**src/rtl/div_unit.sv**
```systemverilog
`default_nettype none
// ============================================================================
// Module   : div_unit
// Brief    : Multi-cycle 32-bit radix-2 restoring divider for MIPS DIV/DIVU.
//            Returns {remainder, quotient} for HI/LO, stalls the pipeline
//            while busy, and can be cancelled by a pipeline flush.
// Revision : 1.0 - initial release
// ============================================================================
module div_unit (
    input  logic        clk,
    input  logic        resetn,
    input  logic        start_i,
    input  logic        signed_i,
    input  logic        annul_i,
    input  logic [31:0] opdata1_i,
    input  logic [31:0] opdata2_i,
    output logic [63:0] result_o,
    output logic        ready_o,
    output logic        stall_o
);

    typedef enum logic [1:0] {
        S_IDLE    = 2'd0,
        S_DIVZERO = 2'd1,
        S_ON      = 2'd2,
        S_END     = 2'd3
    } state_t;

    localparam logic [5:0] c_LAST_STEP = 6'd31;

    state_t      r_state;
    state_t      w_next_state;
    logic [5:0]  r_cnt;
    logic [64:0] r_work;      // {rem[32:0], quo[31:0]}
    logic [31:0] r_divisor;   // divisor magnitude
    logic        r_neg_q;
    logic        r_neg_r;
    logic [63:0] r_result;

    logic        w_accept;
    logic [31:0] w_abs_a;
    logic [31:0] w_abs_b;
    logic [64:0] w_shift;
    logic [32:0] w_diff;
    logic        w_ge;
    logic [64:0] w_step;
    logic [31:0] w_quo_fix;
    logic [31:0] w_rem_fix;

    assign w_accept = start_i & ~annul_i;

    // Two's-complement magnitudes are only taken in signed mode; the most
    // negative value maps onto itself, which is correct as an unsigned magnitude.
    assign w_abs_a = (signed_i && opdata1_i[31]) ? (~opdata1_i + 32'd1) : opdata1_i;
    assign w_abs_b = (signed_i && opdata2_i[31]) ? (~opdata2_i + 32'd1) : opdata2_i;

    // One restoring step: shift, trial-subtract, keep the difference if it fits.
    assign w_shift = r_work << 1;
    assign w_ge    = (w_shift[64:32] >= {1'b0, r_divisor});
    assign w_diff  = w_shift[64:32] - {1'b0, r_divisor};
    assign w_step  = w_ge ? {w_diff, w_shift[31:1], 1'b1} : w_shift;

    // Sign fix-ups applied to the value produced by the final step.
    assign w_quo_fix = r_neg_q ? (~w_step[31:0]  + 32'd1) : w_step[31:0];
    assign w_rem_fix = r_neg_r ? (~w_step[63:32] + 32'd1) : w_step[63:32];

    // State register.
    always_ff @(posedge clk or negedge resetn) begin
        if (!resetn) begin
            r_state <= S_IDLE;
        end else begin
            r_state <= w_next_state;
        end
    end

    // Next-state decode; a flush outside IDLE always wins over completion.
    always_comb begin
        w_next_state = r_state;
        case (r_state)
            S_IDLE: begin
                if (w_accept) begin
                    w_next_state = (opdata2_i == 32'd0) ? S_DIVZERO : S_ON;
                end
            end
            S_DIVZERO: begin
                w_next_state = annul_i ? S_IDLE : S_END;
            end
            S_ON: begin
                if (annul_i) begin
                    w_next_state = S_IDLE;
                end else if (r_cnt == c_LAST_STEP) begin
                    w_next_state = S_END;
                end
            end
            S_END: begin
                if (annul_i || !start_i) begin
                    w_next_state = S_IDLE;
                end
            end
            default: w_next_state = S_IDLE;
        endcase
    end

    // Datapath: operand capture, iteration, and registered result.
    always_ff @(posedge clk or negedge resetn) begin
        if (!resetn) begin
            r_cnt     <= 6'd0;
            r_work    <= 65'd0;
            r_divisor <= 32'd0;
            r_neg_q   <= 1'b0;
            r_neg_r   <= 1'b0;
            r_result  <= 64'd0;
        end else begin
            case (r_state)
                S_IDLE: begin
                    if (w_accept) begin
                        r_cnt     <= 6'd0;
                        r_work    <= {33'd0, w_abs_a};
                        r_divisor <= w_abs_b;
                        r_neg_q   <= signed_i & (opdata1_i[31] ^ opdata2_i[31]);
                        r_neg_r   <= signed_i & opdata1_i[31];
                    end
                end
                S_DIVZERO: begin
                    r_result <= 64'd0;
                end
                S_ON: begin
                    if (annul_i) begin
                        r_result <= 64'd0;
                        r_cnt    <= 6'd0;
                    end else begin
                        r_work <= w_step;
                        r_cnt  <= r_cnt + 6'd1;
                        if (r_cnt == c_LAST_STEP) begin
                            r_result <= {w_rem_fix, w_quo_fix};
                        end
                    end
                end
                S_END: begin
                    if (annul_i) begin
                        r_result <= 64'd0;
                    end
                end
                default: ;
            endcase
        end
    end

    assign result_o = r_result;
    assign ready_o  = (r_state == S_END);
    assign stall_o  = ((r_state == S_IDLE) & w_accept) |
                      (r_state == S_DIVZERO) |
                      (r_state == S_ON);

endmodule
`default_nettype wire
```
**config.mk**
```make
export PLATFORM = sky130hd
export DESIGN_NAME = div_unit
export DESIGN_NICKNAME = d
export VERILOG_FILES = /design/src/rtl/div_unit.sv
export SDC_FILE = /design/constraint.sdc
export NUM_CORES = 1
export LEC_CHECK = 0
export CAP_MARGIN = 25
export CELL_PAD_IN_SITES_DETAIL_PLACEMENT = 1
export CELL_PAD_IN_SITES_GLOBAL_PLACEMENT = 1
export CORE_ASPECT_RATIO = 0.6
export CORE_MARGIN = 2
export CORE_UTILIZATION = 40
export CTS_BUF_LIST = sky130_fd_sc_hd__clkbuf_2 sky130_fd_sc_hd__clkbuf_4 sky130_fd_sc_hd__clkbuf_8
export DETAILED_ROUTE_END_ITERATION = 6
export PLACE_DENSITY = 0.91
export SLEW_MARGIN = 20
export SYNTH_ARGS = -nofsm -noshare
export SYNTH_HDL_FRONTEND = slang
export SYNTH_SLANG_ARGS = --single-unit
export TNS_END_PERCENT = 1
```
**constraint.sdc**
```tcl
create_clock -name clk -period 4.9 [get_ports clk]
set_input_delay 0.98 -clock clk [delete_from_list [all_inputs] [get_ports clk]]
set_output_delay 0.98 -clock clk [all_outputs]
set_load 0.02 [all_outputs]
```
==> summary.txt <==
STA
  • Final Hold Viols: 0
  • RSZ-0062 raised after global routing: false
  • Setup violations, final: 0
  • Setup TNS: 0 ns
  • Worst hold slack: 0.446 ns
  • Fin crit share: 95.0%
  • Worst Tran Pin Value: 0.932 ns
  • Final Slew Violations: 0
  • Fmax: 215 MHz
  • Final Critical Period: 4.66 ns
  • Post-route clock skew: 0.0203 ns
  • Relative slew slack: 37.2%

Clock network
  • # hold bufs at CTS: 0
  • CTS sink cnt: 170
  • Clock Path Buffers: 2
  • TritonCTS Buffers: 17
  • Clk root buf: clkbuf_8
  • H-tree Lvls: 4
  • CTS tree: built
  • Worst-skew pair later-pin latency: 0.51 ns
  • CTS clk-pin slew, worst paths: 0.10 ns

Yosys
  • Post-Synth Adder-Cell Area: 4.50%
  • Synth Area per Inst: 8.00 sq um
  • Mux cell area share after synthesis: 1.88%
  • Synth Flop Type: dfrtp_1
  • Mapped Area: 12100 sq um
  • Synth Area in XOR/XNOR: 9.47%
  • Compound-Gate Fraction of Synth Area: 24.4%
  • Post-Syn Instances: 1514
  • Sequential share of the synthesized area: 35.1%
  • Distinct cell type count after synthesis: 81
  • Post-Syn Nets: 1626
  • Warnings from Yosys: 0
  • Post-Synth Simple-Gate Area: 20.0%
  • FF+latch count, synth: 170
  • Main combinational cell family by area after synthesis: compound AO/OA/AOI/OAI gates
  • Post-synth EDFFs: 0
  • Synth async-reset ratio: 100%

Power and ir drop
  • Worst vdd ir: 0.364 mV
  • Static Leak: 5.97 nW
  • Final Power: 12.6 mW
  • Power Density: 866 nW/um^2

Cells and area
  • Final Net Count: 1734
  • Area grow syn2layout: 20.3%
  • Non-Filler Instances: 2043
  • Layout cell share with drive strength beyond 1: 8.20%
  • Final core occ: 48.8%

Global routing
  • Initial antenna violation count: 3
  • First-pass GRT wire length: 71.6 mm
  • Global Route Usage Sum: 28.9%
  • Total gr overflow: 0
  • Largest net degree at the start of global routing: 72
  • Number of global-route vias before repair: 12400

Floorplan
  • Die X: 229 microns
  • Core Region: 29900 sq um
  • Die height: 139 microns
  • Rows: 49
  • Initial Util: 40.6%
  • Boundary pin count: 135
  • Die Area: 31700 sq um

Critical path
  • WS Path Type: reg -> reg
  • RR Startpoint: r_work[35]$_DFFE_PN0P_
  • Crit Path Max Fanout: 8
  • Flop2flop setup slack: 0.24 ns
  • Data arrival, critical path: 5.04 ns
  • Worst R2R End: result_o[60]$_DFFE_PN0P_
  • CP required: 5.29 ns
  • Crit path launch: r_work[35]$_DFFE_PN0P_
  • Crit end category: flop
  • Crit path to: result_o[60]$_DFFE_PN0P_
  • Worst reg-to-reg path cell count: 20
  • CP startpoint kind: flop

Run
  • Max Cap Violations: 0

Placed design
  • Post-Place Cells: 2007
  • HPWL after DPL: 35.6 mm
  • Port Buffers: 134
  • Gpl congestion: 0.986

Detailed routing
  • Routed WL per cell: 22.5 microns
  • Routed Wire Length: 46.0 mm
  • Via count: 12200
  • DRC Markers: 0
  • Vias per cell: 6.00
  • DRT antenna net count: 0
  • DRT iter0 DRCs: 1118
  • Initial DRT Pass Iterations: 5

Run status
  • Status: finished, final reports clean

Worst hold path
  • Min-Delay Path Class: in -> async
-- layer usage --
layer | share of wire [%] | vias to the layer above | GRT usage, %
li1 | - | 5600 | -
met1 | 46 | 6121 | 41.4
met2 | 42 | 466 | 41.4
met3 | 9.9 | 62 | 9.99
met4 | 1.8 | 0 | 7.09
met5 | 0 | - | 0
-- registers in the layout (all words and copies together) (netlist names) --
| register | flops |
|---|---|
| r_state | 2 |
| r_neg_r | 1 |
| r_divisor | 32 |
| r_neg_q | 1 |
| r_work | 64 |
| result_o | 64 |
| r_cnt | 6 |
-- repair_timing --
| item | 4_1_cts | 5_1_grt |
|---|---|---|
| gates resized for setup | 1 | 44 |
| setup buffers | 1 | 2 |
| setup endpoints to repair | 1 | 5 |
| pin swaps | 1 | 6 |
-- metrics by stage --
step / instance area [sq um] / setup WS, ns
2_1_floorplan: 12100 / 0.0470
3_3_place_gp: 13900 / 0.182
3_5_place_dp: 13900 / 0.00666
4_1_cts: 14300 / 0.0162
5_1_grt: 14600 / 0.00375
6_report: 14600 / 0.243
-- synth_stat cells, types with 5 or more instances --
cell type | number | share of area (%)
nand2_1 | 250 | 7.7
o21ai_0 | 212 | 8.8
dfrtp_1 | 170 | 35
a21oi_1 | 115 | 4.8
nor2_1 | 90 | 2.8
xnor2_1 | 69 | 5.0
xor2_1 | 62 | 4.5
clkbuf_1 | 60 | 1.9
inv_1 | 56 | 1.7
ha_1 | 42 | 4.3
nor3_1 | 33 | 1.4
o31ai_1 | 27 | 1.7
or3_1 | 21 | 1.1
nand3_1 | 20 | 0.83
nor4_1 | 20 | 1.0
buf_2 | 18 | 0.74
mux2i_1 | 18 | 1.5
nand4_1 | 16 | 0.83
a22o_1 | 12 | 0.87
o41ai_1 | 12 | 0.87
a21o_1 | 11 | 0.68
a31oi_1 | 11 | 0.57
and3_1 | 11 | 0.57
o21a_1 | 11 | 0.68
and2_1 | 9 | 0.46
nor2b_1 | 9 | 0.46
a211oi_1 | 8 | 0.50
nor3b_1 | 8 | 0.50
nand3b_1 | 7 | 0.43
o21ai_1 | 7 | 0.29
or4_1 | 7 | 0.43
nand2b_1 | 6 | 0.31
buf_1 | 5 | 0.15
o21bai_1 | 5 | 0.31
-- final cells by class --
class | count | area [sq um]
inverter | 57 | 216
sequential | 170 | 4260
clock buffer | 20 | 269
multi-input combinational | 1203 | 7510
fill | 3627 | 15300
antenna | 1 | 2.50
tap | 408 | 510
timing repair buffer | 173 | 1690
clock inverter | 11 | 110
-- worst min path at each step --
stage	from	endpoint	slack (ns)	cells after the start
finish	resetn	result_o[18]$_DFFE_PN0P_	0.45	1
floorplan	r_divisor[10]$_DFFE_PN0P_	r_divisor[10]$_DFFE_PN0P_	0.45	2
global placement	result_o[41]$_DFFE_PN0P_	result_o[41]$_DFFE_PN0P_	0.46	2
CTS	resetn	result_o[10]$_DFFE_PN0P_	0.45	1
detailed placement	result_o[18]$_DFFE_PN0P_	result_o[18]$_DFFE_PN0P_	0.47	2
global route	resetn	result_o[16]$_DFFE_PN0P_	0.47	1
-- cells by family after synthesis --
logic type	count (synthesis)
xor+xnor	131
simple gates	522
compound gates	485
buf+inv	141
fa+ha+maj	43
flops	170
mux	22
-- worst max-delay path, stage by stage, from the launching register on --
cell and delay [ns]:
dfrtp_1 0.43, ha_2 0.46, nand4_1 0.27, nor4_2 0.36, a22oi_1 0.15, a21o_2 0.32, nand2_8 0.10, inv_4 0.04
mux2i_2 0.22, ha_2 0.24, nand3b_1 0.11, nor2_1 0.14, nand2_1 0.07, nor3_1 0.19, a41o_2 0.21, nand4_1 0.15
buf_4 0.20, nor3_2 0.16, nand4_1 0.17, and3_4 0.26, o41ai_2 0.29
-- power by group --
part | internal [mW] | switching [mW]
registers | 1.97 | 0.687
clock network | 0.439 | 0.591
logic | 3.27 | 5.66
-- placed cells by master, fill, tap and decap left out, types with 5 or more instances in the layout --
cell type,n
a211oi_1,8
a21o_1,10
a21oi_1,114
a22o_1,12
a31oi_1,11
and2_1,9
and3_1,10
buf_4,35
clkbuf_8,19
clkdlybuf4s50_1,133
dfrtp_1,166
ha_1,21
ha_2,10
ha_4,11
inv_1,56
mux2i_1,17
nand2_1,248
nand2b_1,6
nand3_1,20
nand3b_1,7
nand4_1,16
nor2_1,88
nor2b_1,9
nor3_1,32
nor3b_1,8
nor4_1,18
o21a_1,11
o21ai_0,211
o21ai_1,7
o21bai_1,5
o31ai_1,27
o41ai_1,11
or3_1,21
or4_1,7
xnor2_1,69
xor2_1,62
Power figures use the tool's default switching activity.
